==> config.mk <==
export PLATFORM = sky130hd
export DESIGN_NAME = power_alu
export DESIGN_NICKNAME = d
export VERILOG_FILES = /design/src/rtl/power_alu_pkg.sv /design/src/rtl/power_alu_core.sv /design/src/rtl/power_alu.sv
export SDC_FILE = /design/constraint.sdc
export NUM_CORES = 1
export LEC_CHECK = 0
export ABC_AREA = 1
export CAP_MARGIN = 10
export CORE_ASPECT_RATIO = 1.25
export CORE_MARGIN = 2
export CORE_UTILIZATION = 52
export CTS_CLUSTER_SIZE = 10
export DETAILED_ROUTE_END_ITERATION = 8
export PLACE_DENSITY = 0.78
export SETUP_SLACK_MARGIN = 0.1
export SLEW_MARGIN = 20
export SYNTH_ARGS = -nofsm -noshare
export SYNTH_HDL_FRONTEND = slang
export SYNTH_SLANG_ARGS = --single-unit
==> constraint.sdc <==
create_clock -name clk -period 2.2 [get_ports clk]
set_clock_uncertainty 0.15 [all_clocks]
set_input_delay 0.44 -clock clk [delete_from_list [all_inputs] [get_ports clk]]
set_output_delay 0.44 -clock clk [all_outputs]
set_load 0.05 [all_outputs]
==> src/rtl/power_alu_pkg.sv <==
// Shared definitions for the power_alu accumulator ALU: default width and opcode encoding.
// Optional status flags are enabled by defining POWER_ALU_FLAGS_EN.
package power_alu_pkg;

   localparam int WIDTH_DEF = 8;

   typedef enum logic [3:0] {
      OP_PASS = 4'b0000,
      OP_INC  = 4'b0001,
      OP_ADD  = 4'b0010,
      OP_SUB  = 4'b0011,
      OP_DEC  = 4'b0100,
      OP_NOT  = 4'b0101,
      OP_AND  = 4'b0110,
      OP_NAND = 4'b0111,
      OP_OR   = 4'b1000,
      OP_NOR  = 4'b1001,
      OP_XOR  = 4'b1010,
      OP_XNOR = 4'b1011,
      OP_GT   = 4'b1100,
      OP_LT   = 4'b1101,
      OP_EQ   = 4'b1110,
      OP_LNOT = 4'b1111
   } op_e;

   // Opcodes that go through the shared adder and therefore produce carry/overflow.
   function automatic logic is_arith(input op_e op);
      return (op == OP_INC) || (op == OP_ADD) || (op == OP_SUB) || (op == OP_DEC);
   endfunction

endpackage

==> src/rtl/power_alu_core.sv <==
// Combinational next-result logic for power_alu: computes f(opcode, a, b).
// With POWER_ALU_FLAGS_EN defined it also produces zero/neg/carry/ovf for the next result.
module power_alu_core
   import power_alu_pkg::*;
#(
   parameter int WIDTH = WIDTH_DEF
) (
   input  logic [3:0]       opcode,
   input  logic [WIDTH-1:0] a,
   input  logic [WIDTH-1:0] b,
`ifdef POWER_ALU_FLAGS_EN
   output logic             zero_nxt,
   output logic             neg_nxt,
   output logic             carry_nxt,
   output logic             ovf_nxt,
`endif
   output logic [WIDTH-1:0] b_nxt
);

   localparam logic [WIDTH-1:0] ONE = WIDTH'(1);

   op_e              op;
   logic [WIDTH-1:0] arith_y;
   logic             arith_sub;
   logic [WIDTH:0]   arith_sum;
   logic [WIDTH-1:0] arith_res;
   logic             arith_cout;
   logic             arith_ovf;

   assign op = op_e'(opcode);

   // One adder serves inc/add/sub/dec: second operand is b or 1, subtract via a + ~y + 1.
   always_comb begin
      arith_y   = ONE;
      arith_sub = 1'b0;
      case (op)
         OP_ADD:  arith_y = b;
         OP_SUB:  begin arith_y = b; arith_sub = 1'b1; end
         OP_DEC:  arith_sub = 1'b1;
         default: ;
      endcase
   end

   assign arith_sum  = {1'b0, a} + {1'b0, (arith_sub ? ~arith_y : arith_y)}
                       + {{WIDTH{1'b0}}, arith_sub};
   assign arith_res  = arith_sum[WIDTH-1:0];
   // For subtraction the adder carry is the inverse of borrow.
   assign arith_cout = arith_sub ? ~arith_sum[WIDTH] : arith_sum[WIDTH];
   assign arith_ovf  = arith_sub
                       ? ((a[WIDTH-1] != arith_y[WIDTH-1]) && (arith_res[WIDTH-1] != a[WIDTH-1]))
                       : ((a[WIDTH-1] == arith_y[WIDTH-1]) && (arith_res[WIDTH-1] != a[WIDTH-1]));

   always_comb begin
      b_nxt = '0;
      case (op)
         OP_PASS: b_nxt = a;
         OP_INC,
         OP_ADD,
         OP_SUB,
         OP_DEC:  b_nxt = arith_res;
         OP_NOT:  b_nxt = ~a;
         OP_AND:  b_nxt = a & b;
         OP_NAND: b_nxt = ~(a & b);
         OP_OR:   b_nxt = a | b;
         OP_NOR:  b_nxt = ~(a | b);
         OP_XOR:  b_nxt = a ^ b;
         OP_XNOR: b_nxt = ~(a ^ b);
         OP_GT:   b_nxt = ($signed(a) > $signed(b)) ? ONE : '0;
         OP_LT:   b_nxt = ($signed(a) < $signed(b)) ? ONE : '0;
         OP_EQ:   b_nxt = (a == b) ? ONE : '0;
         OP_LNOT: b_nxt = (a == '0) ? ONE : '0;
         default: b_nxt = '0;
      endcase
   end

`ifdef POWER_ALU_FLAGS_EN
   assign zero_nxt  = (b_nxt == '0);
   assign neg_nxt   = b_nxt[WIDTH-1];
   assign carry_nxt = is_arith(op) ? arith_cout : 1'b0;
   assign ovf_nxt   = is_arith(op) ? arith_ovf  : 1'b0;
`endif

endmodule

==> src/rtl/power_alu.sv <==
// power_alu top: result register b (fed back as operand B) plus optional flag registers.
// Define POWER_ALU_FLAGS_EN to add the zero/neg/carry/ovf outputs.
module power_alu
   import power_alu_pkg::*;
#(
   parameter int WIDTH = WIDTH_DEF
) (
   input  logic             clk,
   input  logic             rst_n,
   input  logic [3:0]       opcode,
   input  logic [WIDTH-1:0] a,
`ifdef POWER_ALU_FLAGS_EN
   output logic             zero,
   output logic             neg,
   output logic             carry,
   output logic             ovf,
`endif
   output logic [WIDTH-1:0] b
);

   // No handshake: an operation is accepted on every rising edge and its
   // result appears on b after that same edge.
   logic [WIDTH-1:0] b_nxt;
`ifdef POWER_ALU_FLAGS_EN
   logic zero_nxt, neg_nxt, carry_nxt, ovf_nxt;
`endif

   power_alu_core #(.WIDTH(WIDTH)) u_core (
      .opcode    (opcode),
      .a         (a),
      .b         (b),
`ifdef POWER_ALU_FLAGS_EN
      .zero_nxt  (zero_nxt),
      .neg_nxt   (neg_nxt),
      .carry_nxt (carry_nxt),
      .ovf_nxt   (ovf_nxt),
`endif
      .b_nxt     (b_nxt)
   );

   always_ff @(posedge clk) begin
      if (!rst_n) begin
         b <= '0;
      end else begin
         b <= b_nxt;
      end
   end

`ifdef POWER_ALU_FLAGS_EN
   always_ff @(posedge clk) begin
      if (!rst_n) begin
         zero  <= 1'b0;
         neg   <= 1'b0;
         carry <= 1'b0;
         ovf   <= 1'b0;
      end else begin
         zero  <= zero_nxt;
         neg   <= neg_nxt;
         carry <= carry_nxt;
         ovf   <= ovf_nxt;
      end
   end
`endif

endmodule

# Yosys cells after proc, flatten, opt, wreduce, memory -nomap -nowiden
# Cells that the tools add are included.
[totals]
ramBits = 0
out_inout_bits = 8
ff_bits = 8
memories = 0
latch_bits = 0
elab_cells = 42
inputBits = 14
romBits = 0
[op_classes]
mux = 8
bitwise = 8
add_sub_neg = 2
reduce_logical = 5
shifts = 0
eq_ne = 16
div_mod_pow = 0
mul = 0
order_cmp = 2
[ops]
columns = ["op", "n"]
rows = [
  ["$pmux W8 S13", 1],
  ["$not A8 Y8", 5],
  ["$eq A4 B4 Y1 const B", 8],
  ["$eq A4 B3 Y1 const B", 4],
  ["$mux W8", 2],
  ["$add A8 B1 Y8", 1],
  ["$add A8 B8 Y8", 1],
  ["$and A8 B8 Y8", 1],
  ["$eq A4 B2 Y1 const B", 2],
  ["$eq A8 B8 Y1", 1],
  ["$gt A8 B8 Y1", 1],
  ["$logic_not A8 Y1", 1],
  ["$lt A8 B8 Y1", 1],
  ["$or A8 B8 Y8", 1],
  ["$xor A8 B8 Y8", 1],
  ["$mux W1", 5],
  ["$eq A4 B1 Y1 const B", 1],
  ["$logic_not A4 Y1", 1],
  ["$reduce_or A2 Y1", 2],
  ["$reduce_or A4 Y1", 1],
]

# Logic depth before layout (Yosys ltp)
[logic_depth]
word_depth = 8
mapped_depth = 16
ltp_nobuf = 16

# Hierarchy
# A second synthesis with hierarchy kept.
[hier_totals]
cells_unflattened = 292
area_unflattened_um2 = 1776.7
[modules_own_cells]
columns = ["module", "n_inst", "cells_each", "area_each_um2"]
rows = [
  ["power_alu_core", 1, 267, 1551.5],
  ["power_alu", 1, 25, 225.2],
]

# Worst setup path after synthesis
# OpenSTA, ideal clock, no wires.
[synth_path]
path_type = "input-to-reg"
from = "input port opcode[3]"
to = "register b[4]"
path_buffers = 0
stages = 14
required_time_ps = 1934
t_arrival_ps = 2010
slack_ps = -76
setup_time_ps = 116
cell_sequence = "nor2_4 > nand2_1 > inv_1 > nand2_1 > xor2_1 > fa_1 > inv_1 > nand2_1 > a21oi_1 > o21ai_0 > nand3_1 > nand3_1 > o211ai_1 > inv_1"
[synth_between]
elab_chain_cells = 8
elab_cells_between_ends = 26
classes_between = "add/sub (2); eq/ne (15); mux (4); bitwise (1); reduce/logical (4)"
[synth_lines]
columns = ["item", "line_no", "text"]
rows = [
  ["start: declaration", "power_alu.sv:10", "input logic [3:0] opcode,"],
  ["$eq A4 B2 Y1", "power_alu_core.sv:36, power_alu_core.sv:55", ""],
  ["$reduce_or A2 Y1 (no source line)", "n/a", ""],
  ["$mux W8", "power_alu_core.sv:36", "case (op)"],
  ["$not A8 Y8", "power_alu_core.sv:44", "assign arith_sum = {1'b0, a} + {1'b0, (arith_sub ? ~arith_y : arith_y)}"],
  ["$mux W8", "power_alu_core.sv:44", ""],
  ["$add A8 B8 Y8", "power_alu_core.sv:44", ""],
  ["$add A8 B1 Y8", "power_alu_core.sv:45", "+ {{WIDTH{1'b0}}, arith_sub};"],
  ["$pmux W8 S13 *", "power_alu_core.sv:55", "case (op)"],
  ["end signal: assignment", "power_alu.sv:45", "b <= b_nxt;"],
  ["end: declaration", "power_alu.sv:18", "output logic [WIDTH-1:0] b"],
]
# Every way passes the cells marked *; elsewhere a longest branch is shown, timed or not.
# A chain may end at the register's enable or synchronous reset.

# Final worst setup path
[layout_path]
from = "input port opcode[2]"
to = "register b[2]"
# The elaborated chain is that of the path after synthesis.

==> results.txt <==
Final hold viol count = 0
Post-synthesis async set-or-reset flop share = 0
Layout cells sized above 1 = 0.408
Hold_sp = a[0]
Met3 usage = 0.0519
Core box area = 0.00342 mm2
WL/cell = 19.7 um
Slew Limit Headroom = 0.663
Hold Path Depth = 4
RSZ-0062 raised after global routing = yes
Worst-path clk slew = 0.06 ns
Drt drc = 0
Final Max Tran Viols = 0
Compound-cell area share of the yosys netlist = 0.179
Reg2Reg Launch Point = b[4]
CP Max Fanout = 6
Initial antenna violation count = 0
Min cycle time layout = 2.29 ns
M1 GR Usage = 0.435
Yosys cell types = 33
Worst-Skew Late Latency = 0.25 ns
I/O Pins = 22
Worst hold slack = 0.635 ns
Post-synth top flop = dfxtp_1
P&R area growth vs syn = 66.5%
Starting DRT DRC Count = 344
Synth area leaders = ha_1 21%, nand2_1 13%, inv_1 12%
Vias in the first global route = 2655
CTS sink cnt = 8
TritonCTS Buffers = 3
Die Span X = 56.9 um
CTS tree = done
PortBufs = 21
M2 GR Usage = 0.639
Max reg flops = 8
Worst setup EP type = flop
Die Area = 0.00400 mm2
Simple-gate area share of the yosys netlist = 0.356
Synth Instances = 302
Mean area per synthesized cell = 6.03 um2
Post-Syn Nets = 348
Vias after detailed routing = 2751
GRT Util Overall = 0.386
Top post-synthesis cells by count = 62 x nand2_1, 56 x inv_1, 31 x ha_1
1st-pass router iterations = 5
Post-Place Setup Slack = -0.742 ns
Longest Clk Path Bufs = 2
Pwr Total = 1.13 mW
Main combinational cell family by area after synthesis = simple AND/OR/NAND/NOR gates
Failing checks = setup timing
Routed wire length = 8690 um
Gr busiest metal = met2
N_diodes = 0
Top-count cell post-synth = nand2_1
Seq/Total Area, Yosys = 0.0879
Worst R2R Setup Slack = 0.06 ns
Max_cap viols = 0
Gpl congestion = 0.979
Total of warnings raised by yosys = 0
Slew at the pin closest to its max-slew limit = 0.503 ns
Setup ws final = -0.0904 ns
Hold EP = b[0]
Leak pwr = 1.54 nW
Crit Reg-Reg Endpoint = b[7]
Antenna-violating nets left = 0
Setup violators final = 7
WP data required = 2.19 ns
Largest Register = b
Post-layout nets = 450
R2r worst-path depth = 11
Share of the synthesized area in the top cell type = 0.213
Power per Cell Area = 372 mW/mm2
Largest net degree at the start of global routing = 9
Final worst-path cycle share = 1.04
Post-synthesis mux area share = 0
Leading area contributor after synthesis = ha_1
#FFs+latches synth = 8
Critical path origin = opcode[2]
Detailed Place HPWL = 5180 um
Synthesized area = 0.00182 mm2
Post-Synth Adder-Cell Area = 0.224
Setup Crit Path Kind = input port to flop
Initial Utilization = 0.532
Number of synthesized flops with an enable pin = 0
Chip height = 70.2 um
CP Launch Type = input port
Top flop regs = b (8)
Hold Buf Count CTS = 0
Critical path arrival = 2.28 ns
Peak supply drop = 0.000382 V
H-tree depth = 1
Post-route core utilization = 0.886
Total gr overflow = 0
Fmax = 437 MHz
CTS root buf = clkbuf_8
Status = complete, but fails checks
Vias per inst = 6.24
XOR/XNOR Fraction of Synth Area = 0.0288
FP Rows = 24
Worst Hold Class = input port to flop
Global-route wire length before repair = 12000 um
[stage by stage]
| stage | TNS, ns | area [um2] | cells |
|---|---|---|---|
| after CTS | 0 | 2860 | 438 |
| after floorplan | 0 | 1880 | 302 |
| after global routing | -1.15 | 3030 | 441 |
| after global placement | -4.45 | 2630 | 427 |
| final | -0.387 | 3030 | 441 |
| after detailed placement | -4.84 | 2630 | 427 |
[layer usage]
metal	share of wire	wire [um]
met2	0.47	4090
met4	0.086	749
met5	0	0
met3	0.11	954
met1	0.33	2910
[worst max-delay path, cell delays in order]
cell and delay, ns:
buf_6 0.10, nor2_4 0.17, nand2_4 0.11, inv_2 0.07, nand2_2 0.07, xor2_2 0.18, fa_2 0.36, inv_2 0.10
nand2_2 0.08, buf_4 0.13, a31oi_1 0.15, nand4_1 0.14, nand3_1 0.11, inv_1 0.07
[worst max-delay path by stage]
stage           end  slack [ns]  cells after the start
2_1_floorplan  b[2]        0.03                     11
5_1_grt        b[2]       -0.23                     14
6_report       b[2]       -0.09                     14
3_3_place_gp   b[2]       -0.68                     13
3_5_place_dp   b[2]       -0.74                     12
4_1_cts        b[4]        0.02                     16
[kinds of logic (layout without fill, tap and decap cells)]
group,count (synthesis),in the layout
and+or+nand+nor,141,141
buffers and inverters,60,160
AOI/OAI and AO/OA,55,55
adders and majority gates,32,32
DFF,8,8
xor gates and xnor gates,6,6
[area by class of cell]
class	count	area, um2
multi-input combinational	234	1760
tap	39	48.8
clock buffer	3	41.3
sequential	8	166
inverter	59	221
timing repair buffer	98	796
fill	171	390
[layout by cell type (no fill, tap or decap), types with 2 or more instances in the layout]
master	instances
ha_4	8
ha_1	23
nand2_1	51
nand3_1	17
nand2_4	6
o21ai_1	2
nor2_4	8
clkdlybuf4s50_1	15
buf_4	76
a21boi_2	2
xor2_2	4
nor2_1	22
nor2_2	7
or2_4	2
o22ai_1	4
nand3_2	6
o21ai_2	2
buf_6	3
o21ai_0	16
dfxtp_1	3
inv_2	10
o21bai_1	2
inv_1	49
nor3_1	3
nand2_2	10
clkbuf_8	3
a21oi_2	6
o2111ai_1	4
a21oi_1	10
dfxtp_2	5
a31oi_1	2
nand4_1	5
[power breakdown]
part / leakage, nW / switching [mW] / total [mW] / internal [mW]
registers: 0.0678 / 0.0162 / 0.179 / 0.163
logic: 1.45 / 0.421 / 0.742 / 0.321
clock network: 0.0216 / 0.0856 / 0.206 / 0.121
total: 1.54 / 0.523 / 1.13 / 0.605
[timing repair]
action                     CTS  global route
setup endpoints to repair    8             8
buffers inserted             8             3
pin swaps                   29            19
cloned                       0             0
gates resized for setup     51            34
(Power assumes the default switching activity.)
